## src/rtl/scalar_pkg.sv

```systemverilog
// Shared definitions for the scalar write-back path.
//   DATA_W       scalar data width
//   NREG         number of scalar registers
//   IDX_W        register index width
//   buf_state_e  one-entry load buffer state
package scalar_pkg;

  localparam int unsigned DATA_W = 16;
  localparam int unsigned NREG   = 8;
  localparam int unsigned IDX_W  = 3;

  typedef enum logic {
    EMPTY = 1'b0,
    FULL  = 1'b1
  } buf_state_e;

endpackage

```

## src/rtl/scalar_wb_scoreboard.sv

```systemverilog
// Pending-write scoreboard for the scalar register file.
// Ports:
//   clk, rst                  clock, synchronous active-high reset
//   rsv_en, rsv_dst           reserve a destination (sets its pending bit)
//   clr_en, clr_dst           write selected for a destination (clears its pending bit)
//   chk_addr_1, chk_addr_2    source registers to look up
//   hazard                    combinational: either source has its pending bit set
//   pending                   pending bit per register
module scalar_wb_scoreboard
  import scalar_pkg::*;
#(
  parameter int unsigned NREG = scalar_pkg::NREG
) (
  input  logic             clk,
  input  logic             rst,
  input  logic             rsv_en,
  input  logic [IDX_W-1:0] rsv_dst,
  input  logic             clr_en,
  input  logic [IDX_W-1:0] clr_dst,
  input  logic [IDX_W-1:0] chk_addr_1,
  input  logic [IDX_W-1:0] chk_addr_2,
  output logic             hazard,
  output logic [NREG-1:0]  pending
);

  logic [NREG-1:0] pending_q;
  logic [NREG-1:0] pending_d;

  // Clear is applied first so a same-edge reservation of the same register wins.
  always_comb begin
    pending_d = pending_q;
    if (clr_en) begin
      pending_d[clr_dst] = 1'b0;
    end
    if (rsv_en) begin
      pending_d[rsv_dst] = 1'b1;
    end
  end

  always_ff @(posedge clk) begin
    if (rst) begin
      pending_q <= '0;
    end else begin
      pending_q <= pending_d;
    end
  end

  assign pending = pending_q;
  assign hazard  = pending_q[chk_addr_1] | pending_q[chk_addr_2];

endmodule

```

## src/rtl/scalar_wb_ctrl.sv

```systemverilog
// Scalar write-back controller: merges ALU and load results onto a single registered
// register-file write port, with a one-entry load buffer and a pending-write scoreboard.
// Ports:
//   clk, rst                      clock, synchronous active-high reset
//   alu_valid/alu_dst/alu_data    ALU result, always accepted
//   ld_valid/ld_dst/ld_data       load result, accepted when ld_valid & ld_ready
//   ld_ready                      high only while the load buffer is empty
//   rsv_en/rsv_dst                destination reservation from issue
//   chk_addr_1/chk_addr_2         issue-stage source registers
//   hazard                        combinational source hazard
//   pending                       pending-write bit per register
//   wr_en/wr_dst/wr_data          registered register-file write port
module scalar_wb_ctrl
  import scalar_pkg::*;
#(
  parameter int unsigned DATA_W = scalar_pkg::DATA_W,
  parameter int unsigned NREG   = scalar_pkg::NREG
) (
  input  logic              clk,
  input  logic              rst,
  input  logic              alu_valid,
  input  logic [IDX_W-1:0]  alu_dst,
  input  logic [DATA_W-1:0] alu_data,
  input  logic              ld_valid,
  input  logic [IDX_W-1:0]  ld_dst,
  input  logic [DATA_W-1:0] ld_data,
  output logic              ld_ready,
  input  logic              rsv_en,
  input  logic [IDX_W-1:0]  rsv_dst,
  input  logic [IDX_W-1:0]  chk_addr_1,
  input  logic [IDX_W-1:0]  chk_addr_2,
  output logic              hazard,
  output logic [NREG-1:0]   pending,
  output logic              wr_en,
  output logic [IDX_W-1:0]  wr_dst,
  output logic [DATA_W-1:0] wr_data
);

  buf_state_e        state_q;
  logic [IDX_W-1:0]  buf_dst_q;
  logic [DATA_W-1:0] buf_data_q;

  logic              ld_xfer;
  logic              sel_valid;
  logic [IDX_W-1:0]  sel_dst;
  logic [DATA_W-1:0] sel_data;

  // Ready depends only on the state register, never on same-cycle inputs.
  assign ld_ready = (state_q == EMPTY);
  assign ld_xfer  = ld_valid & ld_ready;

  // Source priority: ALU, then buffered load, then direct load.
  always_comb begin
    sel_valid = 1'b0;
    sel_dst   = alu_dst;
    sel_data  = alu_data;
    if (alu_valid) begin
      sel_valid = 1'b1;
    end else if (state_q == FULL) begin
      sel_valid = 1'b1;
      sel_dst   = buf_dst_q;
      sel_data  = buf_data_q;
    end else if (ld_xfer) begin
      sel_valid = 1'b1;
      sel_dst   = ld_dst;
      sel_data  = ld_data;
    end
  end

  always_ff @(posedge clk) begin
    if (rst) begin
      state_q    <= EMPTY;
      buf_dst_q  <= '0;
      buf_data_q <= '0;
      wr_en      <= 1'b0;
      wr_dst     <= '0;
      wr_data    <= '0;
    end else begin
      case (state_q)
        EMPTY: begin
          // A load accepted alongside an ALU result has to wait one slot.
          if (ld_xfer && alu_valid) begin
            state_q    <= FULL;
            buf_dst_q  <= ld_dst;
            buf_data_q <= ld_data;
          end
        end
        FULL: begin
          if (!alu_valid) begin
            state_q <= EMPTY;
          end
        end
        default: state_q <= EMPTY;
      endcase

      wr_en <= sel_valid;
      if (sel_valid) begin
        wr_dst  <= sel_dst;
        wr_data <= sel_data;
      end
    end
  end

  scalar_wb_scoreboard #(
    .NREG (NREG)
  ) u_scoreboard (
    .clk        (clk),
    .rst        (rst),
    .rsv_en     (rsv_en),
    .rsv_dst    (rsv_dst),
    .clr_en     (sel_valid),
    .clr_dst    (sel_dst),
    .chk_addr_1 (chk_addr_1),
    .chk_addr_2 (chk_addr_2),
    .hazard     (hazard),
    .pending    (pending)
  );

endmodule

```

## config.mk

```make
export PLATFORM = sky130hd
export DESIGN_NAME = scalar_wb_ctrl
export DESIGN_NICKNAME = d
export VERILOG_FILES = /design/src/rtl/scalar_pkg.sv /design/src/rtl/scalar_wb_scoreboard.sv /design/src/rtl/scalar_wb_ctrl.sv
export SDC_FILE = /design/constraint.sdc
export NUM_CORES = 1
export LEC_CHECK = 0
export ABC_CLOCK_PERIOD_IN_PS = 2150
export BUFFER_PORTS_ARGS = -buffer_cell sky130_fd_sc_hd__buf_2
export CAP_MARGIN = 20
export CORE_ASPECT_RATIO = 1.5
export CORE_MARGIN = 2
export CORE_UTILIZATION = 50
export DETAILED_ROUTE_END_ITERATION = 7
export PLACE_DENSITY = 0.82
export SLEW_MARGIN = 20
export SYNTH_ARGS = -nofsm -noshare
export SYNTH_HDL_FRONTEND = slang
export SYNTH_HIERARCHICAL = 1
export SYNTH_SLANG_ARGS = --single-unit
```

## constraint.sdc

```tcl
create_clock -name clk -period 2.15 [get_ports clk]
set_input_delay 0.43 -clock clk [delete_from_list [all_inputs] [get_ports clk]]
set_output_delay 0.43 -clock clk [all_outputs]
set_load 0.03 [all_outputs]
```

==> results of run 1 <==
power by group through the flow:
stage                     clock network, mW  registers, mW  logic, mW
final                                 0.561          0.972      0.406
after global routing                  0.606          0.978      0.443
after CTS                             0.564          0.972      0.405
after detailed placement                  0          0.993      0.404
after global placement                    0          0.991      0.397
after floorplan                           0           1.06      0.204
through the flow:
| step | hold slack [ps] | setup slack, ps | power, mW |
|---|---|---|---|
| 6_report | 364 | 178 | 1.94 |
| 5_1_grt | 362 | 69.2 | 2.03 |
| 4_1_cts | 362 | 177 | 1.94 |
| 3_5_place_dp | 448 | 251 | 1.40 |
| 3_3_place_gp | 442 | 287 | 1.39 |
| 2_1_floorplan | 436 | 444 | 1.26 |
cell families (layout without fill, tap and decap cells):
group                  Yosys count  in the layout  share of synthesized area
AO/OA/AOI/OAI                   92             92                      0.264
buffers and inverters           22            101                     0.0596
flip-flops                      48             48                      0.401
multiplexers                     6              6                     0.0523
AND/OR/NAND/NOR                102            102                      0.223
cell usage in the layout, fill, tap and decap left out, types with 3 or more instances in the layout:
| cell type | count |
|---|---|
| a21oi_1 | 33 |
| nand2_1 | 60 |
| o21bai_2 | 6 |
| nand2b_1 | 9 |
| buf_2 | 81 |
| clkbuf_8 | 6 |
| dfxtp_1 | 48 |
| nor2_1 | 4 |
| a21oi_2 | 10 |
| o21ai_0 | 6 |
| or3b_1 | 15 |
| o32ai_1 | 6 |
| o22ai_1 | 3 |
| nand3_1 | 4 |
| o211ai_1 | 15 |
| o21bai_1 | 9 |
| nor2b_1 | 3 |
| mux4_1 | 4 |
| buf_4 | 7 |
worst register-to-register path, delay by kind of cell, from the launching register on:
kind	cells	cell delay, ps
simple gates	3	660
compound gates	3	560
flops	1	410
sequential cells by signal (all words and copies together), names as in the netlist:
signal	count
buf_data_q	16
wr_data	16
u_scoreboard/pending	8
buf_dst_q	3
wr_dst	3
state_q	1
wr_en	1
worst min path at each step:
stage                          end  slack, ps
global route        buf_data_q[11]        360
global placement     buf_data_q[6]        440
finish                  wr_data[0]        360
CTS                     wr_data[0]        360
floorplan            buf_data_q[0]        440
detailed placement   buf_data_q[0]        450
layout make-up:
| type | count | area share |
|---|---|---|
| inverter | 4 | 0.00515 |
| sequential | 48 | 0.330 |
| multi-input combinational | 200 | 0.443 |
| tap | 64 | 0.0275 |
| clock buffer | 8 | 0.0309 |
| timing repair buffer | 89 | 0.164 |
per-layer routing:
metal,part of all wire,vias up
met5,0,-
met4,0.022,0
met3,0.057,15
met2,0.52,82
met1,0.40,1044
li1,-,1125
==> impl_metrics.yaml, run 1 <==
cts:
  path_clk_slew_ps: 90
  cts_resized: 0
  post-cts-setup-buffers: 0
  cts_sinks: 48
  clockRootBuffer: "clkbuf_8"
  hold_buffers: 0
  cts_made_buffers: 5
  cts_tree: "yes"
  clkLatencyLatePin_ps: 300
  clockBufferDepth: 2
  h-tree-depth: 2
sta:
  setup_tns_ps: 0
  tightest_slew_ps: 516
  rsz0062_at_grt: "false"
  setup_violations: 0
  min_period_over_period: 0.917
  hold_viol_final: 0
  maxSlewViolCount: 0
  fin_crit_ps: 1970
  maxSlewHeadroom: 0.656
  fmax_mhz: 507
  finClkSkew_ps: 5.34
global_routing:
  met3_usage: 0.0556
  grt_pass1_vias: 2067
  met1_usage: 0.288
  grt_usage: 0.238
  top_usage_layer: "met2"
  grt_max_degree: 26
  grtUsageMet2: 0.402
  antenna_found_initial: 0
  grt_overflow_total: 0
  grt_pass1_wl_um: 9630
cells_and_area:
  drive_gt1_frac: 0.332
  area_delta_synth_final_pct: 21.7
  antenna_cells: 0
  post-route-util: 0.636
  final_cells: 413
  ff_latch_area_um2: 961
  n_fill_cell: 414
  multiInputGateArea_um2: 1290
  stdcell_area_um2: 2910
  nets: 400
worst_setup_path:
  slowest_delay_ps: 510
  critPathLaunch: "u_scoreboard/pending[4]"
  r2r_end: "u_scoreboard/pending[0]"
  start_kind: "flip-flop"
  r2r_start: "state_q"
  path_max_fanout: 4
  path_cells: "mux4_1 -> mux2i_1 -> nand2_1 -> buf_2"
  r2r_slack_ps: 380
  cp_num_buf_inv: 1
  crit_end: "hazard"
  cp-end-kind: "output pin"
  cp_slowest_cell: "mux4_1"
  crit_arrival_ps: 1540
  required_ps: 1720
  cp_num_cells: 4
  reg2reg_depth: 6
  cp_top_family: "multiplexers"
  path_class: "flip-flop to output pin"
pwr:
  switching_power_mw: 0.577
  pwr-share-comb: 0.209
  p_clk_frac: 0.289
  p_int_mw: 1.36
  switching_share: 0.297
  ir_worst_vdd_v: 0.000442
  cellLeakagePower_nw: 1.26
  p_seq_frac: 0.502
  powerDensity_nw_per_um2: 665
place:
  place_congestion: 0.887
  dpl.hpwl_um: 4520
  numPortBuffers: 81
  placed_cells: 405
  place_area_um2: 2820
logic_synthesis:
  synth.avg_cell_area_um2: 8.86
  yosys-top-cells-count: "nand2_1 (60), dfxtp_1 (48), a21oi_1 (33)"
  yosysUniqueCellTypes: 35
  synth.most_common_cell: "nand2_1"
  netlist_area_um2: 2390
  synth-edff-count: 0
  synth-seq-cells: 48
  synth_cells: 270
  synth_top_area_share: 0.401
  yosys_warnings: 6
  synthFlopType: "dfxtp_1"
  synthTopCellsByArea: "dfxtp_1 (40%), nand2_1 (9.4%), a21oi_1 (6.9%)"
  yosysSeqAreaShare: 0.401
  synth_top_area_cell: "dfxtp_1"
  async_flop_share: 0
  syn_nets: 322
floorplan:
  initial_core_util: 0.523
  num_io_pins: 82
  core_area_um2: 4580
  rows: 30
  die_w_um: 60.5
  die_area_um2: 5370
  die_y_um: 88.7
worst_hold_path:
  hp-class: "input port to flip-flop"
  hp-start: "alu_data[0]"
  whs_path_depth: 3
route:
  vias_per_cell: 5.49
  drtIter0Drc: 97
  wl_um: 6050
  first_pass_iters: 4
  drc: 0
  wire_per_inst_um: 14.6
  vias: 2266
  postRouteAntennaNets: 0
status:
  status: "completed"
run:
  max_cap_violations: 0
No activity file was read; power rests on OpenSTA's default activity.
==> run 2: changes to the inputs <==
--- a/config.mk
+++ b/config.mk
@@ -5,14 +5,14 @@
 export SDC_FILE = /design/constraint.sdc
 export NUM_CORES = 1
 export LEC_CHECK = 0
-export ABC_CLOCK_PERIOD_IN_PS = 2150
+export ABC_CLOCK_PERIOD_IN_PS = 1800
 export BUFFER_PORTS_ARGS = -buffer_cell sky130_fd_sc_hd__buf_2
 export CAP_MARGIN = 20
 export CORE_ASPECT_RATIO = 1.5
 export CORE_MARGIN = 2
-export CORE_UTILIZATION = 50
+export CORE_UTILIZATION = 45
 export DETAILED_ROUTE_END_ITERATION = 7
-export PLACE_DENSITY = 0.82
+export PLACE_DENSITY = 0.78
 export SLEW_MARGIN = 20
 export SYNTH_ARGS = -nofsm -noshare
 export SYNTH_HDL_FRONTEND = slang
==> constraint.sdc (replaced) <==
create_clock -name clk -period 1.8 [get_ports clk]
set_input_delay 0.36 -clock clk [delete_from_list [all_inputs] [get_ports clk]]
set_output_delay 0.36 -clock clk [all_outputs]
set_load 0.03 [all_outputs]
==> impl_metrics.yaml, run 2 (synthesized netlist as in run 1, its figures left out) <==
worst_setup_path:
  cp_slowest_cell: "mux4_2"
  path_class: "flip-flop to output pin"
  cp-end-kind: "output pin"
  path_cells: "mux4_2 -> mux2i_1 -> nand2_1 -> buf_6"
  crit_arrival_ps: 1530
  start_kind: "flip-flop"
  required_ps: 1440
  reg2reg_depth: 6
  path_max_fanout: 3
  slowest_delay_ps: 470
route:
  first_pass_iters: 4
  wire_per_inst_um: 14.8
  vias_per_cell: 5.40
  vias: 2286
  drtIter0Drc: 78
  postRouteAntennaNets: 0
  wl_um: 6250
  drc: 0
floorplan:
  core_area_um2: 5120
  die_area_um2: 5930
  die_w_um: 63.6
  initial_core_util: 0.467
  num_io_pins: 82
  die_y_um: 93.3
  rows: 32
cts:
  h-tree-depth: 2
  clockRootBuffer: "clkbuf_8"
  path_clk_slew_ps: 90
  cts_made_buffers: 5
  hold_buffers: 0
  clkLatencyLatePin_ps: 300
  clockBufferDepth: 2
  cts_tree: "yes"
  cts_sinks: 48
cells_and_area:
  final_common_cell: "buf_2"
  nets: 406
  area_delta_synth_final_pct: 24.2
  stdcell_area_um2: 2970
  final_cells: 423
  drive_gt1_frac: 0.377
  antenna_cells: 0
  final_cell_mix: "buf_2 (80), nand2_1 (60), dfxtp_1 (41), a21oi_1 (33)"
sta:
  finClkSkew_ps: 3.66
  hold_viol_final: 0
  setup_violations: 1
  maxSlewViolCount: 0
  worst_slack_ps: -89.6
  rsz0062_at_grt: "true"
  tightest_slew_ps: 364
  maxSlewHeadroom: 0.756
  fmax_mhz: 529
  hold_slack_ps: 295
  min_period_over_period: 1.05
  fin_crit_ps: 1890
pwr:
  finalPower_mw: 2.32
  cellLeakagePower_nw: 1.27
  powerDensity_nw_per_um2: 781
  ir_worst_vdd_v: 0.000459
global_routing:
  antenna_found_initial: 0
  grt_usage: 0.218
  grt_pass1_wl_um: 10200
  grt_max_degree: 48
  grt_overflow_total: 0
  grt_pass1_vias: 2235
place:
  placed_cells: 411
  numPortBuffers: 81
  dpl_worst_slack_ps: 2.77
  place_area_um2: 2840
  place_congestion: 0.856
  dpl.hpwl_um: 4630
status:
  status: "finished, violations left"
  violations: "setup timing"
worst_hold_path:
  whs_path_depth: 3
  hp-class: "input port to flip-flop"
run:
  max_cap_violations: 0
## run 2: cell types whose count changed in the layout (fill, tap and decap cells not counted)
cell	before	now
buf_6	0	2
buf_4	7	12
clkinvlp_4	0	1
dfxtp_1	48	41
mux4_1	4	0
inv_1	2	1
buf_2	81	80
mux4_2	0	4
dfxtp_2	0	7
## run 2: metal layers
metal / track usage / wire, µm / vias up
met1: 0.228 / 2310 / 1088
met4: 0.0906 / 127 / 0
li1: - / - / 1133
met2: 0.413 / 3520 / 57
met5: 0 / 0 / -
met3: 0.0481 / 300 / 8
## run 2: layout make-up
class / instances / area [µm²]
Tap cell: 68 / 85.1
Fill cell: 488 / 2150
Clock buffer: 8 / 90.1
Multi-Input combinational cell: 200 / 1270
Inverter: 4 / 18.8
Sequential cell: 48 / 970
Timing Repair Buffer: 95 / 533
## run 2: metrics by stage
stage	util	setup TNS [ps]
6_report	0.580	-89.6
5_1_grt	0.580	-130
4_1_cts	0.580	-80.6
3_5_place_dp	0.555	0
3_3_place_gp	0.555	0
2_1_floorplan	-	0
## run 2: final timing paths
| check | from | end | slack, ps |
|---|---|---|---|
| max | u_scoreboard/pending[7] | hazard | -90 |
| min | alu_data[14] | wr_data[14] | 290 |
| max reg2reg | state_q | u_scoreboard/pending[3] | 180 |
| min reg2reg | buf_data_q[15] | buf_data_q[15] | 460 |
## run 2: timing repair
item / in CTS / in global routing
cloned: 0 / 0
pin swaps: 1 / 1
setup buffers: 4 / 0
endpoints found under the setup margin: 2 / 9
gates resized for setup: 11 / 4
## run 2: report_power, final
group | switching [mW] | internal, mW
logic | 0.301 | 0.200
registers | 0.0366 | 1.12
clock network | 0.344 | 0.314
total | 0.681 | 1.64
## run 2: worst max-delay path, delay by kind of cell, from the launching register on
family	cells	cell delay, ps
buffers and inverters	1	150
AND/OR/NAND/NOR	1	100
flip-flops	1	340
multiplexers	2	650
